[src/rtl/aes_wb_master.sv]
// Wishbone B3 classic master that runs one AES block through the aes_top register map:
// key/pt writes, mode, ld pulse, status polling and ciphertext read-back.
module aes_wb_master #(
    parameter int          AW        = 32,
    parameter int          DW        = 32,
    parameter logic [31:0] BASE_ADDR = 32'h0,
    parameter int          POLL_MAX  = 1024
) (
    input  logic          wb_clk_i,
    input  logic          wb_rst_i,
    input  logic          req_valid_i,
    output logic          req_ready_o,
    input  logic          req_mode_i,
    input  logic          req_key_new_i,
    input  logic [127:0]  req_pt_i,
    input  logic [127:0]  req_key_i,
    output logic          rsp_valid_o,
    input  logic          rsp_ready_i,
    output logic [127:0]  rsp_ct_o,
    output logic          rsp_err_o,
    output logic          rsp_timeout_o,
    output logic          busy_o,
    output logic [1:0]    state_dbg,
    output logic [AW-1:0] wb_adr_o,
    output logic [DW-1:0] wb_dat_o,
    output logic [3:0]    wb_sel_o,
    output logic          wb_we_o,
    output logic          wb_stb_o,
    output logic          wb_cyc_o,
    input  logic [DW-1:0] wb_dat_i,
    input  logic          wb_ack_i,
    input  logic          wb_err_i
);

    typedef enum logic [1:0] {IDLE, XFER, GAP, RESP} state_t;

    typedef struct packed {
        logic        we;
        logic [3:0]  idx;
        logic [31:0] dat;
    } bus_op_t;

    localparam int            PW       = $clog2(POLL_MAX + 1);
    localparam logic [PW-1:0] POLL_LIM = PW'(POLL_MAX);
    localparam logic [3:0]    OP_PT    = 4'd4;
    localparam logic [3:0]    OP_POLL  = 4'd11;
    localparam logic [3:0]    OP_CT    = 4'd12;
    localparam logic [3:0]    OP_LAST  = 4'd15;

    state_t          state, state_next;
    logic [127:0]    pt_q, key_q, ct_q;
    logic            mode_q;
    logic [3:0]      op_q;
    logic [PW-1:0]   poll_cnt;
    logic            seq_done, err_q, to_q;
    logic [AW-1:0]   adr_q;
    logic [DW-1:0]   dat_q;
    logic            we_q;
    bus_op_t         load_op;
    logic            accept, load;

    // Op counter: 0-3 key, 4-7 pt, 8 mode, 9/10 ld pulse, 11 poll, 12-15 ct read-back.
    function automatic bus_op_t decode_op(input logic [3:0] op, input logic [127:0] key,
                                          input logic [127:0] pt, input logic mode);
        bus_op_t r;
        r.we  = 1'b1;
        r.idx = 4'd0;
        r.dat = 32'h0;
        case (op)
            4'd0, 4'd1, 4'd2, 4'd3: begin
                r.idx = 4'd5 + {2'b00, op[1:0]};
                r.dat = key[{op[1:0], 5'b0} +: 32];
            end
            4'd4, 4'd5, 4'd6, 4'd7: begin
                r.idx = 4'd1 + {2'b00, op[1:0]};
                r.dat = pt[{op[1:0], 5'b0} +: 32];
            end
            4'd8:  r.dat = {31'b0, mode};
            4'd9:  begin r.idx = 4'd9; r.dat = 32'h1; end
            4'd10: r.idx = 4'd9;
            4'd11: begin r.idx = 4'd9; r.we = 1'b0; end
            default: begin
                r.idx = 4'd10 + {2'b00, op[1:0]};
                r.we  = 1'b0;
            end
        endcase
        return r;
    endfunction

    // Request side accepts on req_valid_i & req_ready_o; response side holds rsp_* stable
    // from rsp_valid_o until the cycle with rsp_valid_o & rsp_ready_i.
    always_comb begin
        accept  = (state == IDLE) && req_valid_i;
        load    = accept || ((state == GAP) && !seq_done);
        load_op = decode_op(op_q, key_q, pt_q, mode_q);
        if (state == IDLE) begin
            load_op = decode_op(req_key_new_i ? 4'd0 : OP_PT, req_key_i, req_pt_i, req_mode_i);
        end
    end

    always_ff @(posedge wb_clk_i or posedge wb_rst_i) begin
        if (wb_rst_i) state <= IDLE;
        else          state <= state_next;
    end

    always_comb begin
        state_next  = state;
        req_ready_o = 1'b0;
        rsp_valid_o = 1'b0;
        wb_stb_o    = 1'b0;
        busy_o      = 1'b1;
        case (state)
            IDLE: begin
                req_ready_o = 1'b1;
                busy_o      = 1'b0;
                if (req_valid_i) state_next = XFER;
            end
            XFER: begin
                wb_stb_o = 1'b1;
                if (wb_err_i)      state_next = RESP;
                else if (wb_ack_i) state_next = GAP;
            end
            GAP:  state_next = seq_done ? RESP : XFER;
            RESP: begin
                rsp_valid_o = 1'b1;
                if (rsp_ready_i) state_next = IDLE;
            end
            default: state_next = IDLE;
        endcase
    end

    always_ff @(posedge wb_clk_i or posedge wb_rst_i) begin
        if (wb_rst_i) begin
            pt_q     <= '0;
            key_q    <= '0;
            ct_q     <= '0;
            mode_q   <= 1'b0;
            op_q     <= '0;
            poll_cnt <= '0;
            seq_done <= 1'b0;
            err_q    <= 1'b0;
            to_q     <= 1'b0;
            adr_q    <= '0;
            dat_q    <= '0;
            we_q     <= 1'b0;
        end else begin
            if (accept) begin
                pt_q     <= req_pt_i;
                key_q    <= req_key_i;
                mode_q   <= req_mode_i;
                op_q     <= req_key_new_i ? 4'd0 : OP_PT;
                poll_cnt <= '0;
                seq_done <= 1'b0;
                err_q    <= 1'b0;
                to_q     <= 1'b0;
                ct_q     <= '0;
            end
            if (load) begin
                adr_q <= AW'(BASE_ADDR) + AW'({load_op.idx, 1'b0});
                dat_q <= DW'(load_op.dat);
                we_q  <= load_op.we;
            end
            if (state == XFER) begin
                if (wb_err_i) begin
                    err_q <= 1'b1;
                    ct_q  <= '0;
                end else if (wb_ack_i) begin
                    if (op_q == OP_POLL) begin
                        if (wb_dat_i[0]) begin
                            op_q <= OP_CT;
                        end else begin
                            poll_cnt <= poll_cnt + PW'(1);
                            if (poll_cnt + PW'(1) == POLL_LIM) begin
                                to_q     <= 1'b1;
                                seq_done <= 1'b1;
                            end
                        end
                    end else if (op_q >= OP_CT) begin
                        // First ct read lands in [127:96] after three further shifts.
                        ct_q <= {ct_q[95:0], wb_dat_i[31:0]};
                        if (op_q == OP_LAST) seq_done <= 1'b1;
                        else                 op_q <= op_q + 4'd1;
                    end else begin
                        op_q <= op_q + 4'd1;
                    end
                end
            end
        end
    end

    assign wb_cyc_o      = wb_stb_o;
    assign wb_sel_o      = 4'hF;
    assign wb_adr_o      = adr_q;
    assign wb_dat_o      = dat_q;
    assign wb_we_o       = we_q;
    assign rsp_ct_o      = ct_q;
    assign rsp_err_o     = err_q;
    assign rsp_timeout_o = to_q;
    assign state_dbg     = state;

endmodule
[config.mk]
export PLATFORM = sky130hd
export DESIGN_NAME = aes_wb_master
export DESIGN_NICKNAME = d
export VERILOG_FILES = /design/src/rtl/aes_wb_master.sv
export SDC_FILE = /design/constraint.sdc
export NUM_CORES = 1
export LEC_CHECK = 0
export ABC_AREA = 1
export CAP_MARGIN = 20
export CORE_MARGIN = 5
export CORE_UTILIZATION = 41
export CTS_CLUSTER_DIAMETER = 40
export DETAILED_ROUTE_END_ITERATION = 10
export PLACE_DENSITY = 0.76
export SLEW_MARGIN = 25
export SYNTH_ARGS = -nofsm -noshare
export SYNTH_HDL_FRONTEND = slang
export SYNTH_SLANG_ARGS = --single-unit
export TNS_END_PERCENT = 1
[constraint.sdc]
create_clock -name wb_clk_i -period 25.9 [get_ports wb_clk_i]
set_input_delay 3.885 -clock wb_clk_i [delete_from_list [all_inputs] [get_ports wb_clk_i]]
set_output_delay 3.885 -clock wb_clk_i [all_outputs]
set_load 0.01 [all_outputs]
==> impl_results.md <==
* Final hold vios at 0
* Worst vdd ir at 0.0622 mV
* Synth top cells by count: 584 x nand2_1, 442 x dfrtp_1, 321 x inv_1, 276 x o21ai_0, 147 x nand3_1
* Core box area at 48700 um2
* Initial core utilization at 41.4%
* Vias in the first global route at 18800
* TNS Setup at 0 ps
* Post-Synth Adder-Cell Area at less than 1%
* First-pass GRT wire length at 108000 um
* Cell area power density at 113 nW/um2
* CTS tree: yes
* Synth area leaders: dfrtp_1 55%, nand2_1 11%, o21ai_0 6.9%, inv_1 6.0%, nand3_1 3.6%
* Max-cap violations at 0
* DR vias at 18700
* Footprint of the multi-input gates at a little over 7000 um2
* Status: finished clean
* GR Util All Layers at between 20 and 30%
* Average cell area after synthesis at 8.25 um2
* Largest net degree at the start of global routing at 211
* Vias/cell at 5.24
* Compound-Gate Fraction of Synth Area at 15.8%
* Post-DP HPWL at 48100 um
* DR DRC count at 0
* Routed len/inst at 19.6 um
* Synthesis Warnings at 0
* Worst hold path startpoint: pt_q[95]
* Worst-path cell chain: clkdlybuf4s50_1 -> nand2_8 -> buf_4 -> buf_4 -> o21ai_0
* Multiplexer share of the synthesized area at 0%
* Overflow after GRT at 0
* Kind of end point of the critical path: flop
* Clock latency at the later pin of the worst-skew pair at 590 ps
* CP dominant cell by count: buf_4
* Postcts setup bufs at 0
* Crit path max fanout at 84
* CP Class: primary input to flop
* RSZ-0062 raised after global routing: false
* CTS buffer count at 68
* Clock Sinks at 442
* # port buffers at 469
* Share of post-route cells with drive strength above 1 at 6.01%
* Synth Register Bits at around 440
* Worst r2r src: op_q[0]
* Slowest library cell on the worst path: buf_4
* Clock root buffer: clkbuf_16
* Maximum root-to-sink buffer count at 3
* Die footprint at 53700 um2
* Initial antenna violation count at 9
* Synth cell types at 35
* Start point of the critical path: req_valid_i
* Antenna Nets Post-Route at 0
* Final setup fails at 0
* IO Count at 502
* Worst-path clk slew at around 60 ps
* Critical Path Start Type: primary input
* Crit path time final at 6280 ps
* HP Class: flop to flop
* Power Total at ~3.1 mW
* Relative slew slack at a little under a third
* Hold_buf cts at 0
* Filler cells at around 4200
* Top FF cell, synth: dfrtp_1
* Area fraction of the dominant cell type after synthesis at 54.9%
* Most common cell in the synthesized netlist: nand2_1
* Final period utilization at 24.2%
* F_max at 0.159 GHz
* Post-CTS sizing at 0
* Largest area contributor in the netlist: dfrtp_1
* EDFF count, synth at 0
* Initial DRC count at approximately 1800
* Simple-Gate Fraction of Synth Area at 17.8%
* Critical Path Max Stage Delay at 780 ps
* Register Area at 11100 um2
* Nets at 3143
* Slew Limit Fails at 0
* Syn-to-layout area delta at 36.7%
* Leakage Power at 12.6 nW
* WP data required at 26320 ps
* Critical path data arrival time at 6690 ps
* Combinational family with the most area after synthesis: simple AND/OR/NAND/NOR gates
* H-tree Lvls at 3
* Seq/Total Area, Yosys at 54.9%
* XOR/XNOR Fraction of Synth Area at 0.391%
* Post-Syn Instances at 2443
* Placer Congestion at approximately 0.9
* Die Height at roughly 230 um
* Area of the mapped netlist at 20200 um2
* WL final at 70000 um
* Async SR Flop Fraction at 100%
* Final Skew at 28.2 ps
* DIE WIDTH at 232 um
* DR pass1 iterations at 6
* Worst Max-Slew Pin Slew at 1030 ps
* Cell Rows at 81
flip-flops by register name, summed over array words and instances (netlist names), 2 cells and up:
register	count
wb_adr_o	4
rsp_ct_o	128
poll_cnt	11
wb_dat_o	32
state_dbg	2
op_q	4
key_q	128
pt_q	128
layout make-up:
class | count | area share, %
antenna | 7 | 0.0635
clock buffer | 79 | 6.61
clock inverter | 43 | 2.26
inverter | 325 | 4.52
multi-input combinational | 1518 | 25.7
sequential | 442 | 40.1
tap | 664 | 3.01
timing repair buffer | 487 | 17.6
metrics by stage:
step / hold WS (ps) / instance area [um2] / instances / setup slack, ps / utilization [%]
after floorplan: 444 / 20300 / 2473 / 9700 / -
after global placement: 458 / 25100 / 3435 / 18810 / 51.4
after detailed placement: 460 / 25100 / 3436 / 18730 / 51.5
after CTS: 474 / 27500 / 3558 / 19360 / 56.5
after global routing: 496 / 27600 / 3562 / 19460 / 56.5
final: 472 / 27600 / 3565 / 19620 / 56.6
layout by cell type, fill, tap and decap left out, types with 7 or more instances in the layout:
cell type / synthesis / final
a21oi_2: 15 / 15
a21oi_1: 119 / 119
conb_1: 2 / 32
nand3_1: 147 / 146
dfrtp_1: 442 / 440
diode_2: 0 / 7
o21ai_1: 33 / 33
o211ai_1: 30 / 30
o22ai_1: 102 / 102
clkdlybuf4s50_1: 0 / 468
clkbuf_16: 0 / 68
clkinvlp_4: 0 / 9
nor2_1: 140 / 139
clkbuf_8: 0 / 8
bufinv_16: 0 / 12
buf_4: 37 / 14
inv_6: 0 / 9
inv_1: 321 / 319
xor2_1: 9 / 9
nand2_1: 584 / 582
clkinv_4: 0 / 7
o21ai_0: 276 / 276
where the power goes:
| part | total [mW] | internal [mW] | switching, mW |
|---|---|---|---|
| clock network | 0.979 | 0.631 | 0.347 |
| registers | 1.06 | 0.920 | 0.138 |
| logic | 1.07 | 0.385 | 0.684 |
path summary, 6_finish.rpt:
path / end / slack (ps) / cells past startpoint
setup / recovery: pt_q[24] / 19620 / 5
hold / removal: pt_q[95] / 470 / 2
setup reg to reg: wb_dat_o[3] / 21070 / 13
hold reg to reg: pt_q[95] / 470 / 2
max in group asynchronous: key_q[86] / 19850 / 4
min in group asynchronous: rsp_ct_o[5] / 3780 / 2
routing by layer:
metal | vias to the layer above | wire length (um) | global-route usage (%) | part of all wire [%]
li1 | 8613 | - | - | -
met4 | 8 | 2580 | 9.58 | 3.7
met5 | - | 47 | 0 | 0.067
met3 | 154 | 6800 | 8.40 | 9.7
met2 | 874 | 33900 | 41.7 | 48
met1 | 9027 | 26600 | 30.9 | 38
critical path, delay by kind of cell:
family	cells	cell delay, ps
simple gates	1	350
compound gates	1	220
buf+inv	3	2100
logic make-up after synthesis:
| kind of cell | after synthesis |
|---|---|
| buf+inv | 513 |
| fa+ha+maj | 5 |
| xor+xnor | 9 |
| compound gates | 582 |
| flops | 442 |
| simple gates | 890 |
| other cells | 2 |
Note: power is estimated with default switching activity, not from simulation.
